$ cat src/rtl/pipe_pkg.sv
// Shared types and constants for the integer pipeline.
// Operand-select encodings and the per-stage tracking record.
package pipe_pkg;

  localparam int REG_AW_DEF = 5;

  localparam logic [2:0] SEL_RF  = 3'b001;
  localparam logic [2:0] SEL_MEM = 3'b010;
  localparam logic [2:0] SEL_WB  = 3'b100;

  typedef struct packed {
    logic                  v;
    logic [REG_AW_DEF-1:0] rd;
    logic                  rw;
    logic                  ld;
  } stage_rec_t;

  localparam stage_rec_t REC_EMPTY = '0;

  // A record only forwards if it really writes a non-zero GPR
  function automatic logic is_producer(input stage_rec_t r);
    return r.v & r.rw & (r.rd != '0);
  endfunction

endpackage

$ cat src/rtl/fwd_sel_gen.sv
// Priority compare for one EX operand.
// Youngest in-flight writer wins; x0 and unread sources use the RF.
module fwd_sel_gen
  import pipe_pkg::*;
#(
  parameter int AW = REG_AW_DEF
) (
  input  logic          use_rs,
  input  logic [AW-1:0] rs,
  input  logic          ex_prod,
  input  logic [AW-1:0] ex_rd,
  input  logic          mem_prod,
  input  logic [AW-1:0] mem_rd,
  output logic [2:0]    sel
);

  // Pick the operand source, checking the youngest producer first
  always_comb begin
    sel = SEL_RF;
    priority case (1'b1)
      (!use_rs || rs == '0):        sel = SEL_RF;
      (ex_prod && ex_rd == rs):     sel = SEL_MEM;
      (mem_prod && mem_rd == rs):   sel = SEL_WB;
      default:                      sel = SEL_RF;
    endcase
  end

endmodule

$ cat src/rtl/fwd_hazard_unit.sv
// Forwarding and load-use hazard control for the 5-stage pipeline.
// Shadows EX/MEM/WB destinations and registers the EX operand selects.
module fwd_hazard_unit
  import pipe_pkg::*;
#(
  parameter int REG_AW = REG_AW_DEF
) (
  input  logic              clk,
  input  logic              rst,
  input  logic              hold,
  input  logic              flush,
  input  logic              id_valid,
  input  logic [REG_AW-1:0] id_rs1,
  input  logic [REG_AW-1:0] id_rs2,
  input  logic              id_use_rs1,
  input  logic              id_use_rs2,
  input  logic [REG_AW-1:0] id_rd,
  input  logic              id_regwrite,
  input  logic              id_is_load,
  output logic [2:0]        ex_sel_a,
  output logic [2:0]        ex_sel_b,
  output logic              stall_id
);

  stage_rec_t ex_q, ex_d;
  stage_rec_t mem_q, mem_d;
  stage_rec_t wb_q, wb_d;

  logic [2:0] sel_a_q, sel_a_d;
  logic [2:0] sel_b_q, sel_b_d;

  logic       ex_prod;
  logic       mem_prod;
  logic       lu;
  logic       bubble;
  logic [2:0] gen_a;
  logic [2:0] gen_b;

  // Producer qualification of the shadow records
  always_comb begin
    ex_prod  = is_producer(ex_q);
    mem_prod = is_producer(mem_q);
  end

  // Load-use: a load in EX feeds a source the ID instruction reads
  always_comb begin
    lu = id_valid & ex_prod & ex_q.ld &
         ((id_use_rs1 & (id_rs1 == ex_q.rd)) |
          (id_use_rs2 & (id_rs2 == ex_q.rd)));
    stall_id = lu & ~flush;
    bubble   = flush | lu | ~id_valid;
  end

  fwd_sel_gen #(
    .AW(REG_AW)
  ) u_sel_a (
    .use_rs  (id_use_rs1),
    .rs      (id_rs1),
    .ex_prod (ex_prod),
    .ex_rd   (ex_q.rd),
    .mem_prod(mem_prod),
    .mem_rd  (mem_q.rd),
    .sel     (gen_a)
  );

  fwd_sel_gen #(
    .AW(REG_AW)
  ) u_sel_b (
    .use_rs  (id_use_rs2),
    .rs      (id_rs2),
    .ex_prod (ex_prod),
    .ex_rd   (ex_q.rd),
    .mem_prod(mem_prod),
    .mem_rd  (mem_q.rd),
    .sel     (gen_b)
  );

  // Advance the shadow pipeline unless frozen
  always_comb begin
    ex_d    = ex_q;
    mem_d   = mem_q;
    wb_d    = wb_q;
    sel_a_d = sel_a_q;
    sel_b_d = sel_b_q;
    if (!hold) begin
      wb_d  = mem_q;
      mem_d = ex_q;
      if (bubble) begin
        ex_d    = REC_EMPTY;
        sel_a_d = SEL_RF;
        sel_b_d = SEL_RF;
      end else begin
        ex_d.v  = 1'b1;
        ex_d.rd = id_rd;
        ex_d.rw = id_regwrite;
        ex_d.ld = id_is_load;
        sel_a_d = gen_a;
        sel_b_d = gen_b;
      end
    end
  end

  // State registers; reset wins over hold
  always_ff @(posedge clk) begin
    if (rst) begin
      ex_q    <= REC_EMPTY;
      mem_q   <= REC_EMPTY;
      wb_q    <= REC_EMPTY;
      sel_a_q <= SEL_RF;
      sel_b_q <= SEL_RF;
    end else begin
      ex_q    <= ex_d;
      mem_q   <= mem_d;
      wb_q    <= wb_d;
      sel_a_q <= sel_a_d;
      sel_b_q <= sel_b_d;
    end
  end

  assign ex_sel_a = sel_a_q;
  assign ex_sel_b = sel_b_q;

endmodule

$ cat config.mk
export PLATFORM = sky130hd
export DESIGN_NAME = fwd_hazard_unit
export DESIGN_NICKNAME = d
export VERILOG_FILES = /design/src/rtl/pipe_pkg.sv /design/src/rtl/fwd_sel_gen.sv /design/src/rtl/fwd_hazard_unit.sv
export SDC_FILE = /design/constraint.sdc
export NUM_CORES = 1
export LEC_CHECK = 0
export CAP_MARGIN = 20
export CORE_ASPECT_RATIO = 2
export CORE_MARGIN = 2
export CORE_UTILIZATION = 30
export CTS_CLUSTER_DIAMETER = 80
export DETAILED_ROUTE_END_ITERATION = 7
export DONT_BUFFER_PORTS = 1
export PLACE_DENSITY = 0.45
export SLEW_MARGIN = 40
export SYNTH_ARGS = -nofsm -noshare
export SYNTH_HDL_FRONTEND = slang
export SYNTH_SLANG_ARGS = --single-unit
$ cat constraint.sdc
create_clock -name clk -period 3.2 [get_ports clk]
set_input_delay 0.32 -clock clk [delete_from_list [all_inputs] [get_ports clk]]
set_output_delay 0.32 -clock clk [all_outputs]
set_load 0.03 [all_outputs]
### Yosys cells after proc, flatten, opt, wreduce, memory -nomap -nowiden

Index checks and enable logic that the tools add are counted.

| storage, ports and cells | value |
|---|---|
| word-level logic and storage cells | 51 |
| flip-flop bits (word level) | 21 |
| input port bits | 24 |

| operators by class | value |
|---|---|
| muxes and demuxes | 9 |
| bitwise logic cells | 15 |
| eq/ne operators | 6 |
| reduce and logical (&&, ||, !) cells | 12 |

Operators with widths:

| operator | number |
|---|---|
| equality test 5 bit | 6 |
| two-way mux 3 bit | 8 |
| bitwise AND 1 bit | 10 |
| zero test 5 bit | 2 |
| nonzero test 5 bit | 2 |
| two-way mux 8 bit | 1 |
| logical AND 1 bit | 4 |
| OR 1 bit | 3 |
| zero test 1 bit | 2 |
| logical OR 1 bit | 2 |
| inverter 1 bit | 2 |

### Depth between registers and ports, before layout

Gate-level depths: netlist (run 1).

| depth | value |
|---|---|
| depth in word-level cells | 8 |
| mapped depth | 6 |

### Modules after synthesis

From an unflattened synthesis (run 1), not the netlist that was laid out.

| unflattened totals | value |
|---|---|
| cells, all modules | 153 |
| area, all modules | 1403.8 µm² |

By module, submodules not included:

| module | area each (µm²) | sequential area each (µm²) | cells each | instances |
|---|---|---|---|---|
| fwd_hazard_unit | 1106.1 | 420.4 | 111 | 1 |
| fwd_sel_gen | 148.9 | 0.0 | 21 | 2 |

### Worst setup path after synthesis (run 1)

Ideal clock, no wire load.

| path | value |
|---|---|
| path kind | register to register |
| from | register ex_q[6] in the netlist's numbering |
| to | register sel_a_q[0] (netlist: ex_sel_a[0]) |
| arrival time | 1821 ps |
| stages on the path, launching flop included | 6 |
| path slack | 1257 ps |
| path buffers | 0 |
| period minus slack after synthesis | 1943 ps |
| setup time | 122 ps |
| required time | 3078 ps |
| cell sequence | dfxtp_1 -> or4_1 -> o211ai_2 -> nor2_2 -> a211o_2 -> o32a_1 |

| between the ends | value |
|---|---|
| longest elaborated chain between the ends | 8 |

RTL lines:

| element | RTL line | source |
|---|---|---|
| start, declared | fwd_hazard_unit.sv:25 | `stage_rec_t ex_q, ex_d;` |
| start signal, assigned | fwd_hazard_unit.sv:106 | `ex_q <= REC_EMPTY;` |
| start signal, assigned | fwd_hazard_unit.sv:112 | `ex_q <= ex_d;` |
| nonzero test 5 bit | pipe_pkg.sv:22 | `return r.v & r.rw & (r.rd != '0);` |
| bitwise AND 1 bit | pipe_pkg.sv:22 |  |
| bitwise AND 1 bit (3 in a row) | fwd_hazard_unit.sv:47 | `lu = id_valid & ex_prod & ex_q.ld &` |
| OR 1 bit (2 in a row) | fwd_hazard_unit.sv:51 | `bubble = flush \| lu \| ~id_valid;` |
| two-way mux 3 bit (*) | fwd_hazard_unit.sv:88 | `if (bubble) begin` |
| end signal, assigned | fwd_hazard_unit.sv:115 | `sel_a_q <= sel_a_d;` |
| end, declared | fwd_hazard_unit.sv:29 | `logic [2:0] sel_a_q, sel_a_d;` |

Every way passes the cells marked *; elsewhere a longest branch is shown, timed or not.
A chain may end at the register's enable or synchronous reset.

### Worst setup path in the final report (run 1)

| path | value |
|---|---|
| from | register ex_q[6] in the netlist's numbering |
| to | register sel_b_q[2] (netlist: ex_sel_b[2]) |

| between the ends | value |
|---|---|
| longest elaborated chain between the ends | 8 |

RTL lines:

| element | RTL line | source |
|---|---|---|
| nonzero test 5 bit | pipe_pkg.sv:22 |  |
| bitwise AND 1 bit | pipe_pkg.sv:22 |  |
| bitwise AND 1 bit (3 in a row) | fwd_hazard_unit.sv:47 |  |
| OR 1 bit (2 in a row) | fwd_hazard_unit.sv:51 |  |
| two-way mux 3 bit (*) | fwd_hazard_unit.sv:88 |  |
| end signal, assigned | fwd_hazard_unit.sv:116 | `sel_b_q <= sel_b_d;` |
| end, declared | fwd_hazard_unit.sv:30 | `logic [2:0] sel_b_q, sel_b_d;` |

Marks and branches as above.

==> results of run 1 <==
==> cells by family (layout without fill, tap and decap cells) <==
logic type / Yosys count / after routing
DFF: 21 / 21
xor gates and xnor gates: 20 / 20
muxes: 7 / 7
AOI/OAI and AO/OA: 21 / 21
buffers and inverters: 4 / 4
and+or+nand+nor: 38 / 38
==> metal layers <==
metal / wire length (µm) / GRT usage, % / vias up
met5: 0 / 0 / -
met4: 46 / 6.23 / 0
met3: 132 / 2.22 / 4
met2: 1310 / 22.3 / 23
met1: 1110 / 19.0 / 381
li1: - / - / 407
==> placed cells by master (no fill, tap or decap) <==
cell and instances:
nand2_1 7, nand3_1 6, o21ai_0 2, mux2i_1 7
nor2_2 1, clkinv_2 1, or2_2 1, a32o_1 2
a211o_2 1, clkbuf_8 3, a2111oi_4 1, xnor2_1 20
dfxtp_1 21, o211ai_1 1, o22ai_1 1, nor2b_2 1
or4_1 4, a21oi_1 2, nand2b_1 2, o211ai_2 1
o32a_1 1, or3_2 2, a22o_2 9, nor4_1 4
nor2_1 10
==> flip-flops by register name, indices dropped and copies added (netlist names) <==
| register | flops |
|---|---|
| mem_q | 7 |
| ex_q | 8 |
| ex_sel_b | 3 |
| ex_sel_a | 3 |
==> final cells by class <==
type	instances	share of cell area, %
sequential	21	35.8
multi-input combinational	86	55.1
clock inverter	1	0.426
clock buffer	3	3.51
tap	49	5.22
==> stage by stage <==
stage	hold slack (ns)	power (µW)	worst slack, ns	std cells
finish	0.117	484	0.825	160
global route	0.102	509	0.617	160
CTS	0.109	491	0.784	160
detailed placement	0.393	316	0.799	156
global placement	0.393	316	0.853	156
floorplan	0.451	313	1.26	111
==> path summary, 6_finish.rpt <==
check	endpoint	slack, ns	startpoint	cells after the start
min	ex_q[7]	0.12	rst	1
max reg2reg	ex_sel_b[2]	0.83	ex_q[6]	5
max	ex_sel_b[2]	0.83	ex_q[6]	5
min reg2reg	ex_q[0]	0.49	ex_q[0]	1
==> power by group through the flow <==
stage | sequential, µW | clock, µW | combinational, µW
6_report | 270 | 175 | 39.0
4_1_cts | 270 | 181 | 39.5
2_1_floorplan | 275 | 0 | 38.7
5_1_grt | 271 | 194 | 44.2
3_5_place_dp | 276 | 0 | 39.4
3_3_place_gp | 276 | 0 | 39.5
==> worst max-delay path: stages, from the launching register on <==
cell       delay, ns
dfxtp_1         0.37
or4_1           0.57
o211ai_2        0.26
nor2_2          0.11
a2111oi_4       0.74
a32o_1          0.27
==> results by group, run 1 <==
Finish
  – Nets: 136
  – Fin area: ~0.0012 mm²
  – Finished Core Util: 33.3%
  – Area Growth Syn to Fin: 8.06%
  – Antenna cell count: 0
  – Layout cells sized above 1: 18.9%
  – Area of the multi-input gates: 647 µm²
  – FILL cells: 377
  – Sequential standard cell area: 420 µm²

Drt
  – Routed WL per cell: 16.3 µm
  – DR iter-0 viols: 6
  – DRC: 0
  – Final wirelength: 2600 µm
  – DRT antenna net count: 0
  – First-pass DRT Iterations: 3
  – DR vias: ~800
  – Vias per Instance: 5.09

Worst setup path
  – WP data required: about 3.4 ns
  – Critical Path AT: 2.58 ns
  – Worst setup EP type: flop
  – Critical path class: flop to flop
  – Crit Path Max Fanout: 12
  – Critical Path Start Type: flop

Global routing
  – Total track usage: 14.3%
  – Total grt overflow: 0
  – Number of global-route vias before repair: 864
  – First-pass GRT wire length: 4220 µm
  – Initial antenna violation count: 0
  – Largest net degree at the start of global routing: 13

Yosys
  – Simple-Gate Fraction of Synth Area: 18.0%
  – Adder-Cell Fraction of Synth Area: 0%
  – Sequential-to-total area share from yosys stat: 38.7%
  – Main synth FF type: dfxtp_1
  – Largest family of logic cells by synthesized area: compound AO/OA/AOI/OAI gates
  – Syn avg cell area: 9.80 µm²
  – Synth unique cells: 25
  – Ys Warns: 0
  – Gate Count Post-Synth: 111
  – Cell area after synthesis: 0.00109 mm²
  – Number of synthesized flops with an enable pin: 0
  – Seq cells post-synth: 21
  – Post-Syn Nets: 135
  – Compound-Gate Fraction of Synth Area: 18.8%
  – XOR/XNOR share of the synthesized area: ~16%
  – Dominant cells by area after synthesis: dfxtp_1 (39%), xnor2_1 (16%), a22o_2 (8.3%), mux2i_1 (6.4%), nor2_1 (3.5%)
  – Post-synth ARST share: 0%
  – Post-synth top cells: dfxtp_1 (21), xnor2_1 (20), nor2_1 (10)
  – Cell taking the most area after synthesis: dfxtp_1
  – Top cell type's share of synthesized area: 38.7%
  – Most common cell in the synthesized netlist: dfxtp_1
  – Post-synthesis mux area share: 6.44%

Job
  – Max-cap violations: 0

Timing
  – Max_slew headroom: 50.5%
  – Tightest Pin Transition: 0.743 ns
  – Final slew viol count: 0
  – Final hold viol count: 0
  – Final Cycle Share: 74.2%
  – Clock skew: approximately 0.0027 ns
  – Setup_tns: 0 ns
  – Minimum clock period after layout: 2.37 ns
  – Unrepaired setup endpoints after global routing: no
  – Max frequency: 0.421 GHz
  – # setup viols final: 0

Pwr
  – Net Switching: 110 µW
  – Pint: between 300 and 400 µW
  – Combinational group share of total power: 8.1%
  – Flop pwr share: 55.8%
  – Clk pwr share: between 30% and 40%
  – Peak VDD IR: 0.242 mV
  – LEAKAGE: 0.000383 µW
  – Pwr/cell area: ~400 mW/mm²
  – Sw Share: 22.7%

Floorplanning
  – Die H: 89.1 µm
  – Row count: 31
  – IO Count: 31
  – Die Width: 46.6 µm
  – Core area: around 0.0035 mm²
  – Initial Util: a little under a third
  – Die Area: 0.00415 mm²

Run status
  – Status: completed

Clock tree
  – Post-CTS setup-driven buffer insertion count: 0
  – Num Clock Sinks: 21
  – Clock Tree Root: clkbuf_8
  – CTS tree: built
  – Cts hold-fix bufs: 0
  – Worst-path clk slew: roughly 0.080 ns
  – Max Buffers Root-to-Sink: 2
  – Resize count post-CTS: 0
  – Clk Latency, worst-skew pair: 0.26 ns
  – H-tree levels: 1
  – Number of buffers created by CTS: 3

Min path
  – HP Class: input pin to flop

Placement
  – Placement-stage cell area: 0.00113 mm²
  – PortBufs: 0
  – HPWL Detailed: 2090 µm
  – Global placer's final weighted congestion: between 0.7 and 0.8
(Power assumes the default switching activity.)
==> inputs of run 2 (changes only) <==
==> constraint.sdc (replaced) <==
create_clock -name clk -period 2.2 [get_ports clk]
set_input_delay 0.22 -clock clk [delete_from_list [all_inputs] [get_ports clk]]
set_output_delay 0.22 -clock clk [all_outputs]
set_load 0.03 [all_outputs]
==> results by group, run 2 (synthesized netlist as in run 1, its figures left out) <==
Drt
  – DRT antenna net count: 0 (unchanged)
  – DRC: 0 (unchanged)
  – DR vias: 832 (+2.1%)
  – Routed WL per cell: 16.0 µm (-1.4%)
  – Final wirelength: 2690 µm (+3.6%)
  – Vias per Instance: 4.95 (-2.8%)
  – First-pass DRT Iterations: 4 (+1)
  – DR iter-0 viols: 10 (+4)

Finish
  – Largest Register: ex_q
  – Nets: 144 (+5.9%)
  – Antenna cell count: 0 (unchanged)
  – Area Growth Syn to Fin: 14.2%
  – Number of flip-flops under the largest register name: 8 (unchanged)
  – Layout cells sized above 1: 23.5% (+4.6 points)
  – Commonest cells after routing, fill and taps aside: dfxtp_1 (21), xnor2_1 (20), nor2_1 (10), a22o_2 (9)
  – Most common cell after layout, fill and taps aside: dfxtp_1
  – Top flop regs: ex_q x8, mem_q x7

Timing
  – Hold slack final: 0.0161 ns (-0.101 ns)
  – Max frequency: 0.494 GHz (+17%)
  – Final Cycle Share: 92.0% (+18 points)
  – # setup viols final: 0 (unchanged)
  – Unrepaired setup endpoints after global routing: no
  – Final slew viol count: 0 (unchanged)
  – Tightest Pin Transition: 0.485 ns (-0.257 ns)
  – Setup_tns: 0 ns (unchanged)
  – Minimum clock period after layout: 2.02 ns (-0.351 ns)
  – Max_slew headroom: 67.3% (+17 points)
  – Final hold viol count: 0 (unchanged)
  – Final worst setup slack: 0.176 ns (-0.649 ns)
  – Clock skew: 0.00273 ns (+0.0000763 ns)

Clock tree
  – Number of buffers created by CTS: 3 (unchanged)
  – CTS tree: built
  – Max Buffers Root-to-Sink: 2 (unchanged)
  – Clock Tree Root: clkbuf_8
  – Post-CTS setup-driven buffer insertion count: 0 (unchanged)
  – Worst-path clk slew: 0.08 ns (about the same)
  – Clk Latency, worst-skew pair: 0.27 ns (about the same)
  – Num Clock Sinks: 21 (unchanged)
  – H-tree levels: 1 (unchanged)

Placement
  – Global placer's final weighted congestion: 0.855 (+9.9%)
  – Placement Setup Slack: 0.170 ns (-0.629 ns)
  – HPWL Detailed: 2150 µm (+2.7%)
  – PortBufs: 0 (unchanged)

Floorplanning
  – Core area: 0.00353 mm² (unchanged)
  – Row count: 31 (unchanged)
  – Initial Util: 30.8% (unchanged)
  – Die Width: 46.6 µm (unchanged)
  – IO Count: 31 (unchanged)
  – Die H: 89.1 µm (unchanged)
  – Die Area: 0.00415 mm² (unchanged)

Pwr
  – Peak VDD IR: 0.349 mV (+44%)
  – Pwr/cell area: 578 mW/mm² (+40%)
  – LEAKAGE: 0.000424 µW (+11%)

Worst setup path
  – Crit Path Max Fanout: 8 (-4)
  – WP data required: 2.42 ns (-0.98 ns)
  – Critical Path AT: 2.24 ns (-0.34 ns)
  – Critical path class: flop to flop
  – Worst setup EP type: flop
  – Critical Path Start Type: flop

Job
  – Max-cap violations: 0 (unchanged)

Global routing
  – Number of global-route vias before repair: 879 (+1.7%)
  – Total track usage: 14.9% (+0.57 points)
  – First-pass GRT wire length: 4380 µm (+3.9%)
  – Initial antenna violation count: 0 (unchanged)
  – Total grt overflow: 0 (unchanged)
  – Largest net degree at the start of global routing: 13 (unchanged)

Min path
  – HP Class: input pin to flop

Run status
  – Status: completed
## run 2: cell count changes in the layout (fill, tap and decap cells not counted), sizes merged
cell,previous run,this run
buf,0,7
dlygate4sd3,0,1
## run 2: repair_timing
| action | 4_1_cts | 5_1_grt |
|---|---|---|
| resized for setup | 0 | 1 |
| hold buffers | 0 | 1 |
| endpoints found under the setup margin | 0 | 1 |
| hold endpoints to repair | 0 | 1 |
## run 2: critical path, stage by stage, from the launching register on
cell,delay [ns]
dfxtp_1,0.37
or4_1,0.52
o211ai_2,0.26
nor2_2,0.11
a2111oi_4,0.37
buf_4,0.22
a22o_2,0.14
## run 2: worst paths after layout
| path | start | to | slack, ns | cells after the start |
|---|---|---|---|---|
| worst max-delay path | ex_q[4] | ex_sel_b[1] | 0.18 | 6 |
| worst min-delay path | rst | mem_q[7] | 0.02 | 1 |
| worst max register to register | ex_q[4] | ex_sel_b[1] | 0.18 | 6 |
| worst min register to register | ex_q[0] | ex_q[0] | 0.49 | 1 |
## run 2: layout make-up
type | count | area (µm²)
Tap cell | 49 | 61.3
Clock buffer | 3 | 41.3
Fill cell | 381 | 2290
Sequential cell | 21 | 420
Timing Repair Buffer | 8 | 62.6
Multi-Input combinational cell | 86 | 651
Clock inverter | 1 | 5.00
## run 2: metal layers
layer | GRT usage [%] | wire [µm] | vias up | part of all wire [%]
met2 | 22.7 | 1290 | 29 | 48
li1 | - | - | 420 | -
met5 | 0 | 0 | - | 0
met4 | 7.01 | 77 | 0 | 2.9
met3 | 3.23 | 175 | 7 | 6.5
met1 | 19.5 | 1150 | 376 | 43
## run 2: through the flow
stage	std cells	area (µm²)	total power [µW]	utilization [%]
after global routing	168	1240	748	35.2
after floorplan	111	1090	456	-
after CTS	167	1220	725	34.7
after global placement	163	1180	464	33.4
final	168	1240	717	35.2
after detailed placement	163	1180	464	33.4
## run 2: power by group
group          total (µW)  internal, µW  leakage, µW  switching, µW
registers             391           385     0.000170           5.52
logic                66.1          37.7     0.000229           28.4
clock network         260           127    0.0000255            134
total                 717           549     0.000424            168
